### src/rtl/fetch_stage_pkg.sv
// Shared constants for the instruction fetch stage: state encodings,
// instruction field positions and the default boot address.
package fetch_stage_pkg;

    localparam logic [1:0] FETCH_ST_BOOT  = 2'd0;
    localparam logic [1:0] FETCH_ST_FETCH = 2'd1;
    localparam logic [1:0] FETCH_ST_SKID  = 2'd2;
    localparam logic [1:0] FETCH_ST_DRAIN = 2'd3;

    localparam logic [31:0] INS_NOP = 32'h0000_0000;

    localparam int INS_OP_MSB = 31;
    localparam int INS_OP_LSB = 26;
    localparam int FUNC_MSB   = 5;
    localparam int FUNC_LSB   = 0;

    localparam logic [31:0] DEFAULT_RESET_PC = 32'h0000_0000;

    // Byte distance between consecutive instruction words.
    localparam int PC_STEP = 4;

endpackage

### src/rtl/fetch_skid.sv
// One-entry holding buffer for an instruction word and its address, used
// when a fetch completes while the decoder is stalled.
module fetch_skid
    import fetch_stage_pkg::*;
#(
    parameter int XLEN = 32
) (
    input  logic            clk,
    input  logic            rst_n,
    input  logic            load,
    input  logic            unload,
    input  logic            flush,
    input  logic [XLEN-1:0] load_word,
    input  logic [XLEN-1:0] load_pc,
    output logic            full,
    output logic [XLEN-1:0] word,
    output logic [XLEN-1:0] pc
);

    // Flush wins over load so a redirect can never leave a stale entry behind.
    always_ff @(posedge clk or negedge rst_n) begin
        if (!rst_n) begin
            full <= 1'b0;
            word <= XLEN'(INS_NOP);
            pc   <= '0;
        end else if (flush) begin
            full <= 1'b0;
        end else if (load) begin
            full <= 1'b1;
            word <= load_word;
            pc   <= load_pc;
        end else if (unload) begin
            full <= 1'b0;
        end
    end

endmodule

### src/rtl/fetch_stage.sv
// Instruction fetch stage: owns the pc, runs a single-outstanding req/ack
// read to instruction memory and registers one instruction for the decoder.
module fetch_stage
    import fetch_stage_pkg::*;
#(
    parameter int              XLEN     = 32,
    parameter logic [XLEN-1:0] RESET_PC = DEFAULT_RESET_PC
) (
    input  logic            clk,
    input  logic            rst_n,
    input  logic            stall,
    input  logic            redirect,
    input  logic [XLEN-1:0] redirect_pc,
    output logic            imem_req,
    output logic [XLEN-1:0] imem_addr,
    input  logic            imem_ack,
    input  logic [XLEN-1:0] imem_rdata,
    output logic            ins_valid,
    output logic [XLEN-1:0] ins_word,
    output logic [XLEN-1:0] ins_pc,
    output logic [XLEN-1:0] pc_plus4,
    output logic [5:0]      ins_op,
    output logic [5:0]      func_code
);

    logic [1:0]      state;
    logic [XLEN-1:0] pc;
    logic [XLEN-1:0] drain_addr;
    logic [XLEN-1:0] pc_seq;
    logic [XLEN-1:0] redirect_target;
    logic            slot_free;
    logic            redirect_live;

    logic            skid_load;
    logic            skid_unload;
    logic            skid_flush;
    logic            skid_full;
    logic [XLEN-1:0] skid_word;
    logic [XLEN-1:0] skid_pc;

    // Masking instead of slicing keeps every redirect_pc bit in use.
    assign redirect_target = redirect_pc & ~XLEN'(3);
    assign pc_seq          = pc + XLEN'(PC_STEP);
    assign slot_free       = !ins_valid || !stall;
    assign redirect_live   = redirect && (state != FETCH_ST_BOOT);

    assign imem_req  = (state == FETCH_ST_FETCH) || (state == FETCH_ST_DRAIN);
    assign imem_addr = (state == FETCH_ST_DRAIN) ? drain_addr : pc;

    assign ins_op    = ins_word[INS_OP_MSB:INS_OP_LSB];
    assign func_code = ins_word[FUNC_MSB:FUNC_LSB];
    assign pc_plus4  = ins_pc + XLEN'(PC_STEP);

    assign skid_load   = (state == FETCH_ST_FETCH) && !redirect && imem_ack && !slot_free;
    assign skid_unload = (state == FETCH_ST_SKID) && !redirect && slot_free;
    assign skid_flush  = redirect_live;

    fetch_skid #(
        .XLEN(XLEN)
    ) u_skid (
        .clk       (clk),
        .rst_n     (rst_n),
        .load      (skid_load),
        .unload    (skid_unload),
        .flush     (skid_flush),
        .load_word (imem_rdata),
        .load_pc   (pc),
        .full      (skid_full),
        .word      (skid_word),
        .pc        (skid_pc)
    );

    // drain_addr freezes the address of a request that a redirect orphaned,
    // so the bus stays stable until the memory finally acknowledges it.
    always_ff @(posedge clk or negedge rst_n) begin
        if (!rst_n) begin
            state      <= FETCH_ST_BOOT;
            pc         <= RESET_PC;
            drain_addr <= RESET_PC;
        end else begin
            case (state)
                FETCH_ST_BOOT: begin
                    state <= FETCH_ST_FETCH;
                    if (redirect) begin
                        pc <= redirect_target;
                    end
                end
                FETCH_ST_FETCH: begin
                    if (redirect) begin
                        pc <= redirect_target;
                        if (!imem_ack) begin
                            state      <= FETCH_ST_DRAIN;
                            drain_addr <= pc;
                        end
                    end else if (imem_ack) begin
                        pc <= pc_seq;
                        if (!slot_free) begin
                            state <= FETCH_ST_SKID;
                        end
                    end
                end
                FETCH_ST_SKID: begin
                    if (redirect) begin
                        pc    <= redirect_target;
                        state <= FETCH_ST_FETCH;
                    end else if (slot_free && skid_full) begin
                        state <= FETCH_ST_FETCH;
                    end
                end
                FETCH_ST_DRAIN: begin
                    if (redirect) begin
                        pc <= redirect_target;
                    end
                    if (imem_ack) begin
                        state <= FETCH_ST_FETCH;
                    end
                end
                default: begin
                    state <= FETCH_ST_BOOT;
                end
            endcase
        end
    end

    // Output register; a redirect clears it even when a consume coincides.
    always_ff @(posedge clk or negedge rst_n) begin
        if (!rst_n) begin
            ins_valid <= 1'b0;
            ins_word  <= XLEN'(INS_NOP);
            ins_pc    <= '0;
        end else if (redirect_live) begin
            ins_valid <= 1'b0;
        end else if ((state == FETCH_ST_FETCH) && imem_ack && slot_free) begin
            ins_valid <= 1'b1;
            ins_word  <= imem_rdata;
            ins_pc    <= pc;
        end else if ((state == FETCH_ST_SKID) && slot_free && skid_full) begin
            ins_valid <= 1'b1;
            ins_word  <= skid_word;
            ins_pc    <= skid_pc;
        end else if (ins_valid && !stall) begin
            ins_valid <= 1'b0;
        end
    end

endmodule
### config.mk
export PLATFORM = sky130hd
export DESIGN_NAME = fetch_stage
export DESIGN_NICKNAME = d
export VERILOG_FILES = /design/src/rtl/fetch_stage_pkg.sv /design/src/rtl/fetch_skid.sv /design/src/rtl/fetch_stage.sv
export SDC_FILE = /design/constraint.sdc
export NUM_CORES = 1
export LEC_CHECK = 0
export ABC_AREA = 0
export BUFFER_PORTS_ARGS = -buffer_cell sky130_fd_sc_hd__clkbuf_2
export CAP_MARGIN = 20
export CORE_MARGIN = 10
export CORE_UTILIZATION = 40
export DETAILED_ROUTE_END_ITERATION = 16
export HOLD_SLACK_MARGIN = 0.1
export PLACE_DENSITY = 0.73
export SYNTH_ARGS = -nofsm -noshare
export SYNTH_HDL_FRONTEND = slang
export SYNTH_HIERARCHICAL = 1
export SYNTH_SLANG_ARGS = --single-unit
### constraint.sdc
create_clock -name clk -period 3.5 [get_ports clk]
set_input_delay 0.175 -clock clk [delete_from_list [all_inputs] [get_ports clk]]
set_output_delay 0.175 -clock clk [all_outputs]
set_load 0.005 [all_outputs]
### Yosys cells after proc, flatten, opt, wreduce, memory -nomap -nowiden

Cells that the tools add are included.

| operators by class | value |
|---|---|
| reduce and logical (&&, ||, !) cells | 29 |
| bitwise logic cells | 2 |
| equality and inequality tests | 9 |
| mux-type cells | 24 |
| $add $sub $neg | 2 |

Operators with widths:

| operator | number |
|---|---|
| two-way mux 32 bit | 8 |
| adder 32 x 3 -> 32 bit (second input constant) | 2 |
| case mux 32 bit (2 select lines) | 1 |
| two-way mux 2 bit | 7 |
| logical AND 1 bit | 12 |
| inequality test 3 bit (second input constant) | 3 |
| case mux 2 bit (4 select lines) | 1 |
| two-way mux 1 bit | 7 |
| AND reduction 2 bit | 3 |
| AND reduction 5 bit | 1 |
| equality test 2 bit (second input constant) | 2 |
| zero test 1 bit | 4 |
| nonzero test 2 bit | 2 |
| nonzero test 4 bit | 1 |
| inequality test 3 x 2 -> 1 bit (second input constant) | 1 |
| AND reduction 3 bit | 1 |
| nonzero test 3 bit | 1 |
| OR reduction 3 bit | 1 |
| equality test 2 x 1 -> 1 bit (second input constant) | 1 |
| zero test 2 bit | 1 |
| logical OR 1 bit | 2 |
| inequality test 2 x 1 -> 1 bit (second input constant) | 1 |
| inequality test 2 bit (second input constant) | 1 |
| NOT 1 bit | 2 |

| word-level totals | value |
|---|---|
| register bits | 196 |

### Depth between registers and ports, before layout

Gate-level depths: netlist of the first run.

| logic depth | value |
|---|---|
| depth in word-level cells | 7 |
| mapped depth | 8 |
| gate-level depth less buffers | 5 |

### By module

The synthesis of the first run kept the hierarchy.

Modules (own cells, without submodules):

| module | instances | area an instance (µm²) | seq. area each (µm²) | cells each |
|---|---|---|---|---|
| fetch_stage | 1 | 7,038.0 | 3,178.0 | 711 |
| fetch_skid | 1 | 2,741.4 | 1,626.6 | 140 |

### Worst setup path after synthesis of the first run

No wires, ideal clock.

| timing path | value |
|---|---|
| path type | flip-flop to flip-flop |
| start | register, netlist name pc[2] |
| end | register, netlist name pc[20] |
| buffers on the path | 1 |
| stages on the path, launching flop included | 7 |
| required time | 3,418 ps |
| slack | 1,362 ps |
| data arrival time | 2,056 ps |
| library setup time | 82 ps |
| cells stage by stage | dfrtp_1 ha_1 nand4b_4 or4_4 buf_6 or4_1 a31oi_1 |

==> results of run 1 <==
critical path, delay by kind of cell (launching register included):
| kind | cells | cell delay (ns) |
|---|---|---|
| AND/OR/NAND/NOR | 2 | 1.21 |
| AO/OA/AOI/OAI | 2 | 0.65 |
| flip-flops | 1 | 0.54 |
worst max path at each step:
stage / startpoint / end / slack (ns) / cells after the start
2_1_floorplan: pc[2]$_DFFE_PN0P_ / pc[20]$_DFFE_PN0P_ / 1.36 / 6
3_3_place_gp: state[0]$_DFFE_PN0P_ / pc[19]$_DFFE_PN0P_ / 1.09 / 4
3_5_place_dp: state[0]$_DFFE_PN0P_ / pc[19]$_DFFE_PN0P_ / 1.03 / 4
4_1_cts: state[0]$_DFFE_PN0P_ / pc[19]$_DFFE_PN0P_ / 1.02 / 4
5_1_grt: ins_pc[2]$_DFFE_PN0P_ / pc_plus4[30] / 0.85 / 7
6_report: state[0]$_DFFE_PN0P_ / pc[19]$_DFFE_PN0P_ / 1.0 / 4
placed cells by master, fill, tap and decap left out, types with 16 or more instances in the layout:
cell type and instances:
sky130_fd_sc_hd__mux2i_1 63, sky130_fd_sc_hd__mux2_4 60, sky130_fd_sc_hd__dlygate4sd3_1 63, sky130_fd_sc_hd__nor2_1 86, sky130_fd_sc_hd__mux2_2 65, sky130_fd_sc_hd__clkbuf_16 17, sky130_fd_sc_hd__nand4_1 16, sky130_fd_sc_hd__o21ai_0 16
sky130_fd_sc_hd__dfrtp_1 192, sky130_fd_sc_hd__xnor2_1 29, sky130_fd_sc_hd__a21oi_1 66, sky130_fd_sc_hd__nand3_1 30, sky130_fd_sc_hd__clkbuf_2 205, sky130_fd_sc_hd__nand2_1 36
per-layer routing:
metal | vias up | GRT usage | wire length [µm]
met5 | - | 0 | 0
met4 | 0 | 0.0378 | 311
met1 | 3563 | 0.217 | 11900
met3 | 28 | 0.0436 | 1630
li1 | 3499 | - | -
met2 | 209 | 0.260 | 11700
repair_timing:
item                                   in CTS  in global routing
hold buffers                               63                  0
endpoints found under the hold margin     209                  0
setup buffers                               0                  0
logic make-up (layout without fill, tap and decap cells):
logic type | after synthesis | after routing | share of synthesized area
AND/OR/NAND/NOR | 232 | 232 | 0.121
flip-flops | 192 | 192 | 0.491
multiplexers | 188 | 188 | 0.231
AO/OA/AOI/OAI | 117 | 117 | 0.0691
buffers and inverters | 83 | 330 | 0.0522
XOR/XNOR | 36 | 36 | 0.0322
adder cells (fa/ha/maj) | 2 | 2 | 0.00256
other | 1 | 4 | 0.000383
area by class of cell:
cell class	instances	area, µm²	area share
sequential	192	4800	0.395
multi-input combinational	579	4500	0.370
timing repair buffer	284	1830	0.151
clock buffer	18	429	0.0353
tap	324	405	0.0334
clock inverter	14	129	0.0106
inverter	14	52.6	0.00432
Yosys cell counts (4+ instances only):
| cell | instances | area share |
|---|---|---|
| sky130_fd_sc_hd__buf_12 | 7 | 0.014 |
| sky130_fd_sc_hd__mux2_4 | 60 | 0.092 |
| sky130_fd_sc_hd__and4_1 | 4 | 0.0036 |
| sky130_fd_sc_hd__inv_1 | 13 | 0.0050 |
| sky130_fd_sc_hd__and3_1 | 6 | 0.0038 |
| sky130_fd_sc_hd__nand4_1 | 16 | 0.010 |
| sky130_fd_sc_hd__buf_2 | 11 | 0.0056 |
| sky130_fd_sc_hd__mux2_2 | 65 | 0.075 |
| sky130_fd_sc_hd__nor2_1 | 86 | 0.033 |
| sky130_fd_sc_hd__dfrtp_1 | 192 | 0.49 |
| sky130_fd_sc_hd__nor3_1 | 8 | 0.0041 |
| sky130_fd_sc_hd__buf_4 | 17 | 0.013 |
| sky130_fd_sc_hd__nand2_1 | 37 | 0.014 |
| sky130_fd_sc_hd__xnor2_1 | 29 | 0.026 |
| sky130_fd_sc_hd__or4_1 | 13 | 0.010 |
| sky130_fd_sc_hd__o21ai_0 | 16 | 0.0082 |
| sky130_fd_sc_hd__o31ai_1 | 8 | 0.0061 |
| sky130_fd_sc_hd__a21oi_1 | 66 | 0.034 |
| sky130_fd_sc_hd__xor2_1 | 7 | 0.0063 |
| sky130_fd_sc_hd__nor2b_1 | 4 | 0.0026 |
| sky130_fd_sc_hd__nand3_1 | 30 | 0.015 |
| sky130_fd_sc_hd__nor4_1 | 6 | 0.0038 |
| sky130_fd_sc_hd__a31oi_1 | 8 | 0.0051 |
| sky130_fd_sc_hd__mux2i_1 | 63 | 0.064 |
| sky130_fd_sc_hd__clkbuf_1 | 33 | 0.013 |
sequential cells by signal (all words and copies together) (netlist names):
register and count:
u_skid/pc 32, drain_addr 30, state 2, ins_valid 1
pc 30, ins_word 32, u_skid/word 32, ins_pc 32
u_skid/full 1
report_power, final:
| group | switching [µW] | total [µW] | internal, µW |
|---|---|---|---|
| clock network | 914 | 1850 | 938 |
| registers | 425 | 3090 | 2670 |
| logic | 758 | 1690 | 930 |
through the flow:
stage               area (µm²)  setup WS (ns)  instances  hold WS, ns  utilization
CTS                      12200           1.02       1425        0.131        0.503
detailed placement       11000           1.03       1330        0.382        0.454
floorplan                 9790           1.36        854       -0.121            -
global placement         11000           1.09       1330        0.388        0.454
finish                   12200          0.998       1425        0.153        0.503
global route             12200          0.846       1425        0.175        0.503
==> impl_metrics.tcl, run 1 <==
set metrics [dict create \
    outcome "completed" \
    fillerInstances 2099 \
    max_freq_mhz 400 \
    gp_congestion 0.778 \
    setup.worst_path.start_class "register" \
    placeableCoreArea_um2 24200 \
    hold-path-endpoint "state[1]$_DFFE_PN0P_" \
    global_route.usage.total 0.163 \
    die_h_um 176 \
    via_count 7299 \
    number_of_top_level_pins 211 \
    cts_resized 0 \
    first_global_vias 7557 \
    setup.worst_path.class "register to register" \
    antenna_found_initial 0 \
    critical_path.max_stage_delay_ns 0.87 \
    critical_path.endpoint_type "register" \
    drt-total-wl_um 25600 \
    avgRoutedWirePerCell_um 17.9 \
    synthToLayoutAreaGrowth_pct 24.3 \
    total_power_uw 6630 \
    path_cells "nand3b_1 -> or4_1 -> o311a_1 -> a221o_1" \
    port_buffers 206 \
    drv_slew 0 \
    synth-main-ff-cell "sky130_fd_sc_hd__dfrtp_1" \
    num_antenna_cells 0 \
    reg2reg_path_depth 4 \
    row_count 57 \
    relSlewSlack 0.343 \
    depth_of_the_worst_hold_timing_path 4 \
    cts_tree "done" \
    critical_path.reg2reg.endpoint "pc[19]$_DFFE_PN0P_" \
    grt_pass1_wl_um 41200 \
    seq_area_frac_synth 0.491 \
    cts-buffers-inserted 17 \
    die_width_um 176 \
    finalCritPeriodShare 0.715 \
    synth-edff-count 0 \
    ir_drop_uv 297 \
    netlist_area_um2 9780 \
    drive_gt1_frac 0.352 \
    worst-r2r-setup-slack_ns 1.0 \
    clock_tree.root_cell "sky130_fd_sc_hd__clkbuf_16" \
    tns_ns 0 \
    pwr_density_cell_nw_per_um2 546 \
    synth_cells 851 \
    hp-class "input port to register" \
    synth-seq-cells 192 \
    synthesis.yosys.warnings 6 \
    setup_viol_count_final 0 \
    clkLatencyLatePin_ns 0.42 \
    critPathRequiredTime_ns 3.81 \
    grt_max_degree 130 \
    hpwlAfterDp_um 17700 \
    detailedRoute.firstPassIterationCount 5 \
    grt.overflow.total 0 \
    drtAntennaViolNets 0 \
    drcViolationCount 0 \
    fin_worst_skew_ns 0.00932 \
    tightest_slew_ns 0.986 \
    cts.htree.levels 4 \
    drtIter0Drc 534 \
    finalWorstPathRequiredPeriod_ns 2.50 \
    worst_setup_hold_path_clk_slew_ns 0.08 \
    post_dr_vias_cell 5.12 \
    timing.rr.start "state[0]$_DFFE_PN0P_" \
    start_util 0.404 \
    proportion_of_synthesized_flip_flops_having_asynchronous_set_or_reset 1.00 \
    tritoncts_num_sinks 192 \
    report.final.hold_viol_count 0 \
    crit_path_max_fanout 12 \
    maxCapViolations 0 \
    dieArea_um2 31100 \
    cts.path.max_buffers 2 \
    finalNetCount 1159 \
    rsz0062_at_grt "no" \
    critPathSlowestCell "sky130_fd_sc_hd__or4_1" \
    postSynthAreaPerCell_um2 11.5 \
    hold_wc_startpoint "imem_ack" \
    synth_cell_type_count 55 \
    arrival_time_of_data_at_the_critical_path_endpoint_ns 2.81 \
    cellLeakagePower_uw 0.00571 \
]
Note: power is estimated with default switching activity, not from simulation.
==> run 2: changes to the inputs <==
--- a/config.mk
+++ b/config.mk
@@ -5,14 +5,14 @@
 export SDC_FILE = /design/constraint.sdc
 export NUM_CORES = 1
 export LEC_CHECK = 0
-export ABC_AREA = 0
+export ABC_AREA = 1
 export BUFFER_PORTS_ARGS = -buffer_cell sky130_fd_sc_hd__clkbuf_2
 export CAP_MARGIN = 20
 export CORE_MARGIN = 10
 export CORE_UTILIZATION = 40
 export DETAILED_ROUTE_END_ITERATION = 16
 export HOLD_SLACK_MARGIN = 0.1
-export PLACE_DENSITY = 0.73
+export PLACE_DENSITY = 0.72
 export SYNTH_ARGS = -nofsm -noshare
 export SYNTH_HDL_FRONTEND = slang
 export SYNTH_HIERARCHICAL = 1
==> constraint.sdc (replaced) <==
create_clock -name clk -period 2.4 [get_ports clk]
set_input_delay 0.12 -clock clk [delete_from_list [all_inputs] [get_ports clk]]
set_output_delay 0.12 -clock clk [all_outputs]
set_load 0.005 [all_outputs]
==> run 2 against run 1 <==
Synthesized cell count grew 63%. Global-route usage rose by 3.7 points. Register-to-register slack worse by 0.68 ns. Clock skew rose by 0.0022 ns. Setup slack lost 0.84 ns. Clock-buffer cell count stayed put.
==> impl_metrics.tcl, run 2 <==
set metrics [dict create \
    number_of_top_level_pins 211 \
    max_freq_mhz 447 \
    hp-class "input port to register" \
    critical_path.endpoint_type "output pin" \
    postSynthAreaPerCell_um2 7.34 \
    cellLeakagePower_uw 0.00629 \
    critPathRequiredTime_ns 2.28 \
    relSlewSlack 0.609 \
    layout_commonest_cell "sky130_fd_sc_hd__nand2_1" \
    most_frequent_cells_in_the_layout "424 x sky130_fd_sc_hd__nand2_1, 205 x sky130_fd_sc_hd__clkbuf_2, 192 x sky130_fd_sc_hd__dfrtp_1" \
    maxCapViolations 0 \
    netlist_area_um2 10200 \
    synth_cells 1383 \
    synthToLayoutAreaGrowth_pct 25.0 \
    ir_drop_uv 604 \
    num_antenna_cells 0 \
    post_dr_vias_cell 5.19 \
    synthesis.yosys.warnings 6 \
    global_route.usage.total 0.200 \
    gp_congestion 0.985 \
    synth_cell_type_count 31 \
    fin_worst_skew_ns 0.0115 \
    cts-buffers-inserted 17 \
    clkLatencyLatePin_ns 0.43 \
    antenna_found_initial 1 \
    grt_pass1_wl_um 51700 \
    cts.htree.levels 4 \
    die_width_um 179 \
    avgRoutedWirePerCell_um 16.8 \
    worst_setup_hold_path_clk_slew_ns 0.07 \
    netlist_top_cells_count "426 x sky130_fd_sc_hd__nand2_1, 192 x sky130_fd_sc_hd__dfrtp_1, 177 x sky130_fd_sc_hd__nor2_1, 151 x sky130_fd_sc_hd__nand3_1, 99 x sky130_fd_sc_hd__o21ai_0" \
    placeableCoreArea_um2 25100 \
    synth-seq-cells 192 \
    largest_cells_by_area_after_synthesis "sky130_fd_sc_hd__dfrtp_1 47%, sky130_fd_sc_hd__nand2_1 16%, sky130_fd_sc_hd__nand3_1 7.4%" \
    pwr_density_cell_nw_per_um2 1150 \
    hpwlAfterDp_um 23400 \
    yosys.area.top_type_share 0.473 \
    total_power_uw 14600 \
    drv_slew 0 \
    drt-total-wl_um 32800 \
    crit_path_max_fanout 6 \
    finalWorstPathRequiredPeriod_ns 2.24 \
    cts_tree "done" \
    detailedRoute.firstPassIterationCount 6 \
    start_util 0.405 \
    setup.worst_path.start_class "register" \
    port_buffers 206 \
    drcViolationCount 0 \
    area_leader_netlist "sky130_fd_sc_hd__dfrtp_1" \
    post-route-worst-setup-slack_ns 0.161 \
    grt.overflow.total 0 \
    setup.worst_path.class "register to output pin" \
    synth-edff-count 0 \
    proportion_of_synthesized_flip_flops_having_asynchronous_set_or_reset 1.00 \
    arrival_time_of_data_at_the_critical_path_endpoint_ns 2.12 \
    grt_max_degree 61 \
    seq_area_frac_synth 0.473 \
    outcome "completed" \
    row_count 58 \
    synth-main-ff-cell "sky130_fd_sc_hd__dfrtp_1" \
    tightest_slew_ns 0.585 \
    tritoncts_num_sinks 192 \
    cts.path.max_buffers 2 \
    die_h_um 179 \
    drive_gt1_frac 0.177 \
    synthMostInstantiatedCell "sky130_fd_sc_hd__nand2_1" \
    dieArea_um2 32200 \
    via_count 10158 \
    drtIter0Drc 1108 \
    preCtsSetupSlack_ns 0.402 \
    fillerInstances 2431 \
    first_global_vias 9560 \
    report.final.hold_viol_count 0 \
    setup_viol_count_final 0 \
    drtAntennaViolNets 0 \
    finalNetCount 1685 \
    clock_tree.root_cell "sky130_fd_sc_hd__clkbuf_16" \
    finalCritPeriodShare 0.933 \
]
run 2: cell count changes in the layout (fill, tap and decap cells not counted), moves of 14 or more:
cell                      before  now
sky130_fd_sc_hd__a31oi_1       8   39
sky130_fd_sc_hd__xor2_1        7   24
sky130_fd_sc_hd__mux2_2       65    0
sky130_fd_sc_hd__mux2i_1      63    0
sky130_fd_sc_hd__xnor2_1      29    0
sky130_fd_sc_hd__nor2_1       86  173
sky130_fd_sc_hd__nand2_1      36  424
sky130_fd_sc_hd__mux2_4       60    0
sky130_fd_sc_hd__inv_1        13   79
sky130_fd_sc_hd__o21ai_0      16   99
sky130_fd_sc_hd__a21oi_1      66   45
sky130_fd_sc_hd__buf_4        11   25
sky130_fd_sc_hd__nand3_1      30  150
run 2: stage by stage:
stage	TNS [ns]	instances	instance area, µm²	hold WS, ns	util
floorplan	0	1386	10200	-0.176	-
global placement	0	1859	11400	0.115	0.455
detailed placement	0	1859	11400	0.116	0.455
CTS	0	1955	12700	0.167	0.504
global route	-0.00922	1957	12700	0.201	0.506
finish	0	1957	12700	0.183	0.506
run 2: critical path, stage by stage (launching register included):
cell and delay [ns]:
sky130_fd_sc_hd__dfrtp_1 0.45, sky130_fd_sc_hd__nand3_1 0.30, sky130_fd_sc_hd__nor2_2 0.24, sky130_fd_sc_hd__nand2_1 0.11
sky130_fd_sc_hd__nor2_1 0.18, sky130_fd_sc_hd__nand3_1 0.12, sky130_fd_sc_hd__xor2_1 0.16, sky130_fd_sc_hd__clkbuf_2 0.14
run 2: where the power goes:
part	internal [µW]	leakage, µW	switching (µW)
clock network	1500	0.000293	1360
registers	4660	0.00233	1190
logic	2310	0.00367	3520
total	8480	0.00629	6080
run 2: cell families after synthesis:
family                     share of synthesized area
AOI/OAI and AO/OA                              0.104
xor gates and xnor gates                      0.0207
adders and majority gates                    0.00246
buffers and inverters                         0.0793
DFF                                            0.473
other                                       0.000369
and+or+nand+nor                                0.320
run 2: final cells by class:
type / count / area, µm² / area share
Clock inverter: 14 / 150 / 0.0118
Multi-Input combinational cell: 1019 / 4590 / 0.362
Inverter: 83 / 312 / 0.0245
Sequential cell: 192 / 4800 / 0.378
Clock buffer: 18 / 439 / 0.0346
Timing Repair Buffer: 301 / 1990 / 0.157
Tap cell: 330 / 413 / 0.0325
run 2: path summary, 6_finish.rpt:
kind | depth (start not counted) | start | end | slack, ns
worst max-delay path | 7 | ins_pc[4]$_DFFE_PN0P_ | pc_plus4[19] | 0.16
worst min-delay path | 3 | stall | state[0]$_DFFE_PN0P_ | 0.18
worst max register to register | 8 | state[1]$_DFFE_PN0P_ | ins_word[8]$_DFFE_PN0P_ | 0.32
worst min register to register | 2 | u_skid/word[0]$_DFFE_PN0P_ | u_skid/word[0]$_DFFE_PN0P_ | 0.47
max in group asynchronous | 3 | rst_n | drain_addr[17]$_DFFE_PN0P_ | 1.47
min in group asynchronous | 2 | rst_n | ins_word[23]$_DFFE_PN0P_ | 0.19
run 2: metal layers:
layer  track usage  routed length (µm)
met3        0.0348                2690
met1         0.286               14700
met4        0.0571                 625
met5             0                  13
met2         0.306               14800
run 2: timing repair:
item,CTS,global route
setup endpoints to repair,0,5
buffers inserted,0,2
hold buffers,64,0
endpoints found under the hold margin,237,0
gates resized for setup,0,6
==> run 3: changes to the inputs <==
--- a/config.mk
+++ b/config.mk
@@ -13,6 +13,7 @@
 export DETAILED_ROUTE_END_ITERATION = 16
 export HOLD_SLACK_MARGIN = 0.1
 export PLACE_DENSITY = 0.72
+export RECOVER_POWER = 50
 export SYNTH_ARGS = -nofsm -noshare
 export SYNTH_HDL_FRONTEND = slang
 export SYNTH_HIERARCHICAL = 1
==> run 3 against run 2 <==
Cell area decreased by 0.65%. Critical path depth decreased by 2. Combinational power decreased by 2%. Setup slack got worse by 0.0090 ns. Via count about the same. Utilization decreased by 0.33 points. Worst hold slack got worse by 0.0064 ns.
==> impl_metrics.tcl, run 3 (synthesis results as in run 2) <==
set metrics [dict create \
    outcome "completed" \
    drtIter0Drc 1058 \
    relSlewSlack 0.0745 \
    critical_path.most_common_cell "sky130_fd_sc_hd__nand3_1" \
    row_count 58 \
    avgRoutedWirePerCell_um 16.7 \
    finalNetCount 1685 \
    worst-r2r-setup-slack_ns 0.33 \
    hp-class "input port to register" \
    hpwlAfterDp_um 23400 \
    worst_setup_hold_path_clk_slew_ns 0.07 \
    fin_worst_skew_ns 0.0111 \
    most_frequent_cells_in_the_layout "424 x sky130_fd_sc_hd__nand2_1, 192 x sky130_fd_sc_hd__dfrtp_1, 173 x sky130_fd_sc_hd__nor2_1" \
    tritoncts_num_sinks 192 \
    num_antenna_cells 0 \
    setup.worst_path.class "register to output pin" \
    port_buffers 206 \
    clkLatencyLatePin_ns 0.43 \
    tightest_slew_ns 1.39 \
    ir_drop_uv 598 \
    critPathRequiredTime_ns 2.28 \
    pwr_density_cell_nw_per_um2 1140 \
    clock_tree.root_cell "sky130_fd_sc_hd__clkbuf_16" \
    number_of_top_level_pins 211 \
    maxCapViolations 0 \
    cellLeakagePower_uw 0.00612 \
    report.final.hold_viol_count 0 \
    gp_congestion 0.985 \
    crit_start "ins_pc[4]$_DFFE_PN0P_" \
    placeableCoreArea_um2 25100 \
    setup_viol_count_final 0 \
    cts_tree "done" \
    via_count 10165 \
    finalCritPeriodShare 0.937 \
    reg2reg_path_depth 8 \
    antenna_found_initial 1 \
    max_freq_mhz 445 \
    first_global_vias 9560 \
    detailedRoute.firstPassIterationCount 7 \
    crit_path_max_fanout 6 \
    critical_path.reg2reg.endpoint "ins_word[8]$_DFFE_PN0P_" \
    placement.cell_area_um2 11400 \
    worstSetupEndpoint "pc_plus4[17]" \
    grt_pass1_wl_um 51700 \
    critPathSlowestCell "sky130_fd_sc_hd__nor3_1" \
    post_dr_vias_cell 5.19 \
    cts.htree.levels 4 \
    path_cells "nand3_1 -> nor3_1 -> nand3_1 -> xor2_1 -> clkbuf_2" \
    depth_of_the_worst_hold_timing_path 3 \
    drcViolationCount 0 \
    arrival_time_of_data_at_the_critical_path_endpoint_ns 2.13 \
    setup.worst_path.start_class "register" \
    worst-path-stages 5 \
    grt_max_degree 61 \
    layout_commonest_cell "sky130_fd_sc_hd__nand2_1" \
    die_width_um 179 \
    start_util 0.405 \
    final_area_um2 12600 \
    drtAntennaViolNets 0 \
    global_route.usage.total 0.200 \
    drt-total-wl_um 32800 \
    drive_gt1_frac 0.143 \
    cts-buffers-inserted 17 \
    synthToLayoutAreaGrowth_pct 24.2 \
    die_h_um 179 \
    drv_slew 0 \
    finalWorstPathRequiredPeriod_ns 2.25 \
    grt.overflow.total 0 \
    dieArea_um2 32200 \
    timing.rr.start "state[1]$_DFFE_PN0P_" \
    finalHoldWorstSlack_ns 0.176 \
    critPathBufInv 1 \
    worst_path_top_cell_family_by_delay "simple AND/OR/NAND/NOR gates" \
    critical_path.endpoint_type "output pin" \
    cts.path.max_buffers 2 \
    critical_path.max_stage_delay_ns 0.46 \
]
run 3: worst register-to-register path, cell delays in order (launching register included):
cell,delay [ns]
sky130_fd_sc_hd__dfrtp_1,0.46
sky130_fd_sc_hd__inv_2,0.11
sky130_fd_sc_hd__nand2_1,0.11
sky130_fd_sc_hd__nor2_4,0.16
sky130_fd_sc_hd__nand2_2,0.10
sky130_fd_sc_hd__a21oi_4,0.50
sky130_fd_sc_hd__buf_12,0.28
sky130_fd_sc_hd__nor2_1,0.11
sky130_fd_sc_hd__a31oi_1,0.17
run 3: what timing repair did:
action | 4_1_cts | 5_1_grt
hold buffers | 64 | 0
hold endpoints to repair | 237 | 0
resized for setup | 0 | 6
buffers inserted | 0 | 2
endpoints found under the setup margin | 0 | 5
run 3: worst min path at each step:
stage,startpoint,end,slack (ns)
6_report,stall,state[0]$_DFFE_PN0P_,0.18
5_1_grt,stall,state[0]$_DFFE_PN0P_,0.20
4_1_cts,redirect,pc[22]$_DFFE_PN0P_,0.17
3_5_place_dp,rst_n,ins_word[23]$_DFFE_PN0P_,0.12
3_3_place_gp,rst_n,ins_word[23]$_DFFE_PN0P_,0.11
2_1_floorplan,rst_n,drain_addr[10]$_DFFE_PN0P_,-0.18
run 3: area by class of cell:
| class | instances | area, µm² |
|---|---|---|
| fillers | 2459 | 12500 |
| flip-flops and latches | 192 | 4800 |
| multi-input cells | 1019 | 4590 |
| repair buffers | 301 | 1910 |
| clock buffers | 18 | 439 |
| well taps | 330 | 413 |
| inverters | 83 | 312 |
| clock inverters | 14 | 150 |
run 3: power by group:
| part | switching [µW] | total [µW] | internal, µW |
|---|---|---|---|
| clock network | 1360 | 2860 | 1500 |
| logic | 3530 | 5730 | 2200 |
| registers | 1180 | 5840 | 4660 |
| total | 6080 | 14400 | 8370 |
run 3: layer usage:
| metal | track usage | vias to the layer above | wire (µm) |
|---|---|---|---|
| met4 | 0.0571 | 2 | 597 |
| met2 | 0.306 | 438 | 14900 |
| met3 | 0.0348 | 49 | 2710 |
| met1 | 0.286 | 4747 | 14500 |
| met5 | 0 | - | 13 |
| li1 | - | 4929 | - |
run 3: through the flow:
stage	worst slack [ns]	power (µW)	util	cells	TNS (ns)
after CTS	0.0121	14600	0.504	1955	0
after global routing	-0.00922	15700	0.502	1957	-0.00922
after detailed placement	0.402	11600	0.455	1859	0
final	0.152	14400	0.502	1957	0
after global placement	0.480	11400	0.455	1859	0
after floorplan	0.744	9090	-	1386	0
